$ cat config.mk
export PLATFORM = sky130hd
export DESIGN_NAME = tcp_rx_arbiter_flat
export DESIGN_NICKNAME = d
export VERILOG_FILES = /design/src/rtl/tcp_rx_arbiter_if.sv /design/src/rtl/tcp_rx_arbiter.sv /design/src/flat_wrapper.sv
export SDC_FILE = /design/constraint.sdc
export NUM_CORES = 1
export LEC_CHECK = 0
export ABC_AREA = 1
export CAP_MARGIN = 30
export CORE_ASPECT_RATIO = 2
export CORE_UTILIZATION = 50
export DETAILED_ROUTE_END_ITERATION = 7
export PLACE_DENSITY = 0.8
export SETUP_SLACK_MARGIN = 0.3
export SYNTH_ARGS = -nofsm -noshare
export SYNTH_HDL_FRONTEND = slang
export SYNTH_SLANG_ARGS = --single-unit
$ cat constraint.sdc
create_clock -name CLOCK -period 12.9 [get_ports CLOCK]
set_clock_uncertainty 0.2 [all_clocks]
set_input_delay 1.935 -clock CLOCK [delete_from_list [all_inputs] [get_ports CLOCK]]
set_output_delay 1.935 -clock CLOCK [all_outputs]
set_load 0.1 [all_outputs]
$ cat src/rtl/tcp_rx_arbiter_if.sv
// Byte-stream bundle between four sources, the arbiter and the Tcp parser.
// slave: arbiter side; master: the sources / parser side that drives it.
interface tcp_rx_arbiter_if;
  logic [3:0]  src_available;
  logic [3:0]  src_valid;
  logic [31:0] src_data;
  logic [3:0]  src_last;
  logic [3:0]  src_pause;
  logic        out_valid;
  logic [7:0]  out_data;
  logic        out_newpkt;

  modport slave (
    input  src_available,
    input  src_valid,
    input  src_data,
    input  src_last,
    output src_pause,
    output out_valid,
    output out_data,
    output out_newpkt
  );

  modport master (
    output src_available,
    output src_valid,
    output src_data,
    output src_last,
    input  src_pause,
    input  out_valid,
    input  out_data,
    input  out_newpkt
  );
endinterface

$ cat src/rtl/tcp_rx_arbiter.sv
// Packet-granular round-robin arbiter muxing four byte sources into one Tcp rx.
// Ports: CLOCK, RESETn, bus (slave), grant, busy, drop_count, timeout_count.
module tcp_rx_arbiter #(
  parameter int IFG     = 4,
  parameter int TIMEOUT = 255
) (
  input  logic               CLOCK,
  input  logic               RESETn,
  tcp_rx_arbiter_if.slave    bus,
  output logic [1:0]         grant,
  output logic               busy,
  output logic [15:0]        drop_count,
  output logic [7:0]         timeout_count
);

  typedef enum logic [1:0] {
    S_IDLE,
    S_GRANT,
    S_XFER,
    S_GAP
  } state_t;

  localparam logic [15:0] TO_M  = 16'(TIMEOUT - 1);
  localparam logic [15:0] GAP_M = 16'((IFG > 0) ? IFG - 1 : 0);
  localparam bit          NOGAP = (IFG == 0);

  state_t      state;
  logic [15:0] idle_cnt;
  logic [15:0] gap_cnt;

  logic [1:0]  pick;
  logic        pick_ok;
  logic [1:0]  idx;
  logic [3:0]  drop_mask;
  logic [2:0]  drop_n;
  logic [16:0] drop_sum;
  logic [15:0] drop_sat;
  logic [7:0]  gbyte;

  assign gbyte = bus.src_data[{grant, 3'b000} +: 8];

  // Search starts one past the last grant and wraps back to it last.
  always_comb begin
    pick    = grant;
    pick_ok = 1'b0;
    idx     = grant;
    for (int k = 1; k <= 4; k++) begin
      idx = grant + 2'(k);
      if (!pick_ok && bus.src_available[idx]) begin
        pick    = idx;
        pick_ok = 1'b1;
      end
    end
  end

  // Only the granted source's byte in XFER is kept; all others are drops.
  always_comb begin
    drop_mask = bus.src_valid;
    if (state == S_XFER)
      drop_mask[grant] = 1'b0;
    drop_n = {2'b00, drop_mask[0]} + {2'b00, drop_mask[1]}
           + {2'b00, drop_mask[2]} + {2'b00, drop_mask[3]};
    drop_sum = {1'b0, drop_count} + {14'd0, drop_n};
    drop_sat = drop_sum[16] ? 16'hFFFF : drop_sum[15:0];
  end

  always_ff @(posedge CLOCK or negedge RESETn) begin
    if (!RESETn) begin
      state          <= S_IDLE;
      idle_cnt       <= '0;
      gap_cnt        <= '0;
      grant          <= 2'd3;
      busy           <= 1'b0;
      drop_count     <= '0;
      timeout_count  <= '0;
      bus.src_pause  <= 4'hF;
      bus.out_valid  <= 1'b0;
      bus.out_data   <= 8'h00;
      bus.out_newpkt <= 1'b0;
    end else begin
      bus.out_valid  <= 1'b0;
      bus.out_newpkt <= 1'b0;
      drop_count     <= drop_sat;
      unique case (state)
        S_IDLE: begin
          if (pick_ok) begin
            grant <= pick;
            busy  <= 1'b1;
            state <= S_GRANT;
          end
        end
        S_GRANT: begin
          bus.src_pause[grant] <= 1'b0;
          bus.out_newpkt       <= 1'b1;
          idle_cnt             <= '0;
          state                <= S_XFER;
        end
        S_XFER: begin
          if (bus.src_valid[grant]) begin
            bus.out_valid <= 1'b1;
            bus.out_data  <= gbyte;
            idle_cnt      <= '0;
            if (bus.src_last[grant]) begin
              bus.src_pause <= 4'hF;
              gap_cnt       <= '0;
              busy          <= !NOGAP;
              state         <= NOGAP ? S_IDLE : S_GAP;
            end
          end else if (idle_cnt == TO_M) begin
            if (timeout_count != 8'hFF)
              timeout_count <= timeout_count + 8'd1;
            bus.src_pause <= 4'hF;
            gap_cnt       <= '0;
            busy          <= !NOGAP;
            state         <= NOGAP ? S_IDLE : S_GAP;
          end else begin
            idle_cnt <= idle_cnt + 16'd1;
          end
        end
        S_GAP: begin
          if (gap_cnt == GAP_M) begin
            busy  <= 1'b0;
            state <= S_IDLE;
          end else begin
            gap_cnt <= gap_cnt + 16'd1;
          end
        end
      endcase
    end
  end

endmodule

$ cat src/flat_wrapper.sv
// flat-port wrapper written by rule: the top's interface ports become plain ports
module tcp_rx_arbiter_flat 
#(
  parameter int IFG     = 4,
  parameter int TIMEOUT = 255
)
  (CLOCK, RESETn, grant, busy, drop_count, timeout_count, bus_src_available, bus_src_valid, bus_src_data, bus_src_last, bus_src_pause, bus_out_valid, bus_out_data, bus_out_newpkt);
  tcp_rx_arbiter_if bus_i ();
  input  logic CLOCK;
  input  logic RESETn;
  output logic [1:0] grant;
  output logic busy;
  output logic [15:0] drop_count;
  output logic [7:0] timeout_count;
  input wire logic [$bits(bus_i.src_available)-1:0] bus_src_available;
  input wire logic [$bits(bus_i.src_valid)-1:0] bus_src_valid;
  input wire logic [$bits(bus_i.src_data)-1:0] bus_src_data;
  input wire logic [$bits(bus_i.src_last)-1:0] bus_src_last;
  output wire logic [$bits(bus_i.src_pause)-1:0] bus_src_pause;
  output wire logic [$bits(bus_i.out_valid)-1:0] bus_out_valid;
  output wire logic [$bits(bus_i.out_data)-1:0] bus_out_data;
  output wire logic [$bits(bus_i.out_newpkt)-1:0] bus_out_newpkt;
  assign bus_i.src_available = bus_src_available;
  assign bus_i.src_valid = bus_src_valid;
  assign bus_i.src_data = bus_src_data;
  assign bus_i.src_last = bus_src_last;
  assign bus_src_pause = bus_i.src_pause;
  assign bus_out_valid = bus_i.out_valid;
  assign bus_out_data = bus_i.out_data;
  assign bus_out_newpkt = bus_i.out_newpkt;
  tcp_rx_arbiter #(.IFG(IFG), .TIMEOUT(TIMEOUT)) u_core (.CLOCK(CLOCK), .RESETn(RESETn), .bus(bus_i), .grant(grant), .busy(busy), .drop_count(drop_count), .timeout_count(timeout_count));
endmodule
==> flow_summary.yaml <==
sta:
  rsz0062_at_grt: "false"
  setup_viol: 0
  finalCriticalPeriod_ps: 5480
  tightest_slew_ps: 1040
  hold_violations: 0
  fin_crit_sh: 0.425
  maxSlewViolCount: 0
  setup-tns-final_ps: 0
  layout_setup_ws_ps: 7420
  slew_headroom: 0.304
  fmax_ghz: 0.182
power_and_ir_drop:
  power_per_cell_area_mw_per_mm2: 228
  ir_drop_mv: 0.189
  pwr-share-clk: 0.161
  p_leak_uw: 0.00277
  switching_share: 0.538
  seq_power_share: 0.255
  power.internal_uw: 640
  combPwrFrac: 0.584
  p_switching_uw: 747
cells_and_area:
  layout-drive-gt1-share: 0.0743
  fillers: 792
  seqCellArea_mm2: 0.00188
  nets: 815
  mostFrequentLayoutCell: "nand2_1"
  multi_input_area_mm2: 0.00262
  n_antenna_cell: 0
  layout_common_cells: "nand2_1, clkdlybuf4s50_1, nor2_1"
  areaGrowthSynthToFinish_pct: 25.1
clock_tree:
  cts_resized: 0
  cts_tree: "built"
  root_buffer: "clkbuf_16"
  insertion_delay_ps: 330
  cts.path.max_buffers: 2
  ctsHoldBuffers: 0
  cts_setup_buffers: 0
  clock-sinks: 75
  htreeDepth: 3
  cts_buffers: 9
  path_clk_slew_ps: 60
logic_synthesis:
  ys_ff_latch: 75
  yosys_warnings: 0
  synth_cell_types: 37
  ys_seq_area_frac: 0.388
  syn_area_per_cell_um2: 7.30
  synth_area_mm2: 0.00486
  synthCells: 666
  synthesis.nets: 731
global_route:
  antenna_found_initial: 0
  grt_pass1_vias: 4744
  grt_max_degree: 76
  grt_overflow: 0
  grt_pass1_wl_um: 20600
  grtUsageTotal: 0.256
setup_path:
  timing.rr.end: "u_core.drop_count[13]"
  arrival_ps: 5530
  r2r_cells: 17
  rr_startpoint: "u_core.grant[0]"
  startpoint_type: "input pin"
  ff2ff_setup_slack_ps: 8230
  critPathKind: "in2reg"
  crit_fanout: 13
  critPathRequiredTime_ps: 12950
  cp-end-kind: "register"
placed_design:
  gp_congestion: 0.962
  numPortBuffers: 86
  hpwl_um: 9450
  pre_cts_ws_ps: 7080
hold_path:
  whs_path_depth: 2
  holdPathEnd: "u_core.busy"
  min_path_type: "reg2reg"
  hp-start: "u_core.busy"
die:
  core_mm2: 0.00938
  fp.dieW_um: 71.7
  ios: 87
  fp.dieH_um: 141
  core.rowCount: 50
  floorplan.initialDensity: 0.518
  dieArea_mm2: 0.0101
route:
  drtIter0Drc: 285
  dr.pass1.iters: 5
  drc_errors: 0
  wl_per_cell_um: 14.2
  drtAntennaViolNets: 0
  vias_per_cell: 5.53
  finalWirelength_um: 12200
  vias: 4742
run_status:
  status: "complete, no violations"
run:
  max_cap_viol_count: 0
cell type report:
class,instances,share of cell area
repair buffers,89,0.151
flip-flops and latches,75,0.310
well taps,104,0.0214
clock inverters,5,0.00514
inverters,71,0.0442
multi-input cells,504,0.430
clock buffers,10,0.0376
power by group through the flow:
stage	Combinational (µW)	Clock (µW)	Sequential [µW]
floorplan	368	0	606
global placement	782	0	355
detailed placement	810	0	357
CTS	812	228	354
global route	876	238	363
finish	809	223	354
critical path, cell delays in order:
cell             delay (ps)
clkdlybuf4s50_1         470
a21boi_0                230
ha_1                    270
inv_1                    80
fa_1                    410
inv_1                    60
ha_1                    150
inv_1                    60
fa_1                    400
inv_1                    80
nand2_1                  60
nand2_1                  80
nand3_1                 120
nor3_2                  330
nand4_1                 540
o211ai_1                260
routing by layer:
metal / vias up / part of all wire / global-route usage / routed length, µm
li1: 2330 / - / - / -
met1: 2203 / 0.35 / 0.254 / 4240
met2: 174 / 0.57 / 0.492 / 6950
met3: 35 / 0.041 / 0.0369 / 496
met4: 0 / 0.041 / 0.140 / 495
met5: - / 0 / 0 / 0
worst max path at each step:
stage,slack [ps],cells past startpoint,startpoint,end
global route,7100,16,bus_src_valid[1],u_core.drop_count[13]
detailed placement,7080,16,bus_src_valid[1],u_core.drop_count[10]
CTS,7430,16,bus_src_valid[1],u_core.drop_count[10]
global placement,7310,16,bus_src_valid[0],u_core.drop_count[13]
floorplan,8150,16,bus_src_valid[0],u_core.drop_count[10]
finish,7420,16,bus_src_valid[1],u_core.drop_count[13]
cells in the mapped netlist:
library cell	instances	area share
o31ai_1	1	0.0015
buf_6	2	0.0046
nor2_8	1	0.0041
nand3_2	3	0.0062
nand3_1	63	0.065
xor2_1	25	0.045
o21ai_0	31	0.032
clkbuf_1	6	0.0046
and2_1	1	0.0013
nor2_1	74	0.057
a21boi_0	2	0.0031
clkinv_1	1	0.00077
buf_4	2	0.0031
nor3_1	17	0.017
inv_2	4	0.0031
nand2_4	1	0.0023
o211ai_1	2	0.0031
nand3b_1	1	0.0015
nor3_2	1	0.0021
dfrtp_1	69	0.36
dfstp_2	6	0.032
ha_1	17	0.044
nor4_1	2	0.0026
inv_1	65	0.050
nand2_2	5	0.0064
fa_1	2	0.0082
or2_2	7	0.0090
nand4_1	18	0.023
nor2_4	5	0.012
inv_4	1	0.0013
o21ai_1	17	0.017
xnor2_1	3	0.0054
buf_2	6	0.0062
a21oi_1	11	0.011
o21ai_2	4	0.0072
nand2_1	182	0.14
o22ai_1	8	0.010
per-stage QoR:
stage / hold slack [ps] / instance area [µm²] / cells / power, µW / utilization
6_report: 283 / 6080 / 858 / 1390 / 0.648
3_3_place_gp: 268 / 5770 / 841 / 1140 / 0.615
3_5_place_dp: 272 / 5800 / 842 / 1170 / 0.618
5_1_grt: 304 / 6080 / 858 / 1480 / 0.648
2_1_floorplan: 270 / 4860 / 666 / 974 / -
4_1_cts: 287 / 6060 / 857 / 1390 / 0.645
cells by family (layout without fill, tap and decap cells):
| kind of cell | count (synthesis) | in the layout | synth area share |
|---|---|---|---|
| AND/OR/NAND/NOR | 381 | 381 | 0.350 |
| adder cells (fa/ha/maj) | 19 | 19 | 0.0520 |
| AO/OA/AOI/OAI | 76 | 76 | 0.0859 |
| flip-flops | 75 | 75 | 0.388 |
| XOR/XNOR | 28 | 28 | 0.0504 |
| buffers and inverters | 87 | 175 | 0.0739 |
state kept, by name (all words and copies together), names as in the netlist:
register and count:
u_core.state 2, u_core.busy 1, u_core.drop_count 16, u_core.timeout_count 8, u_core.grant 2, u_core.bus.out_data 8, u_core.bus.out_valid 1, u_core.bus.out_newpkt 1
u_core.bus.src_pause 4, u_core.idle_cnt 16, u_core.gap_cnt 16
Note: power is estimated with default switching activity, not from simulation.
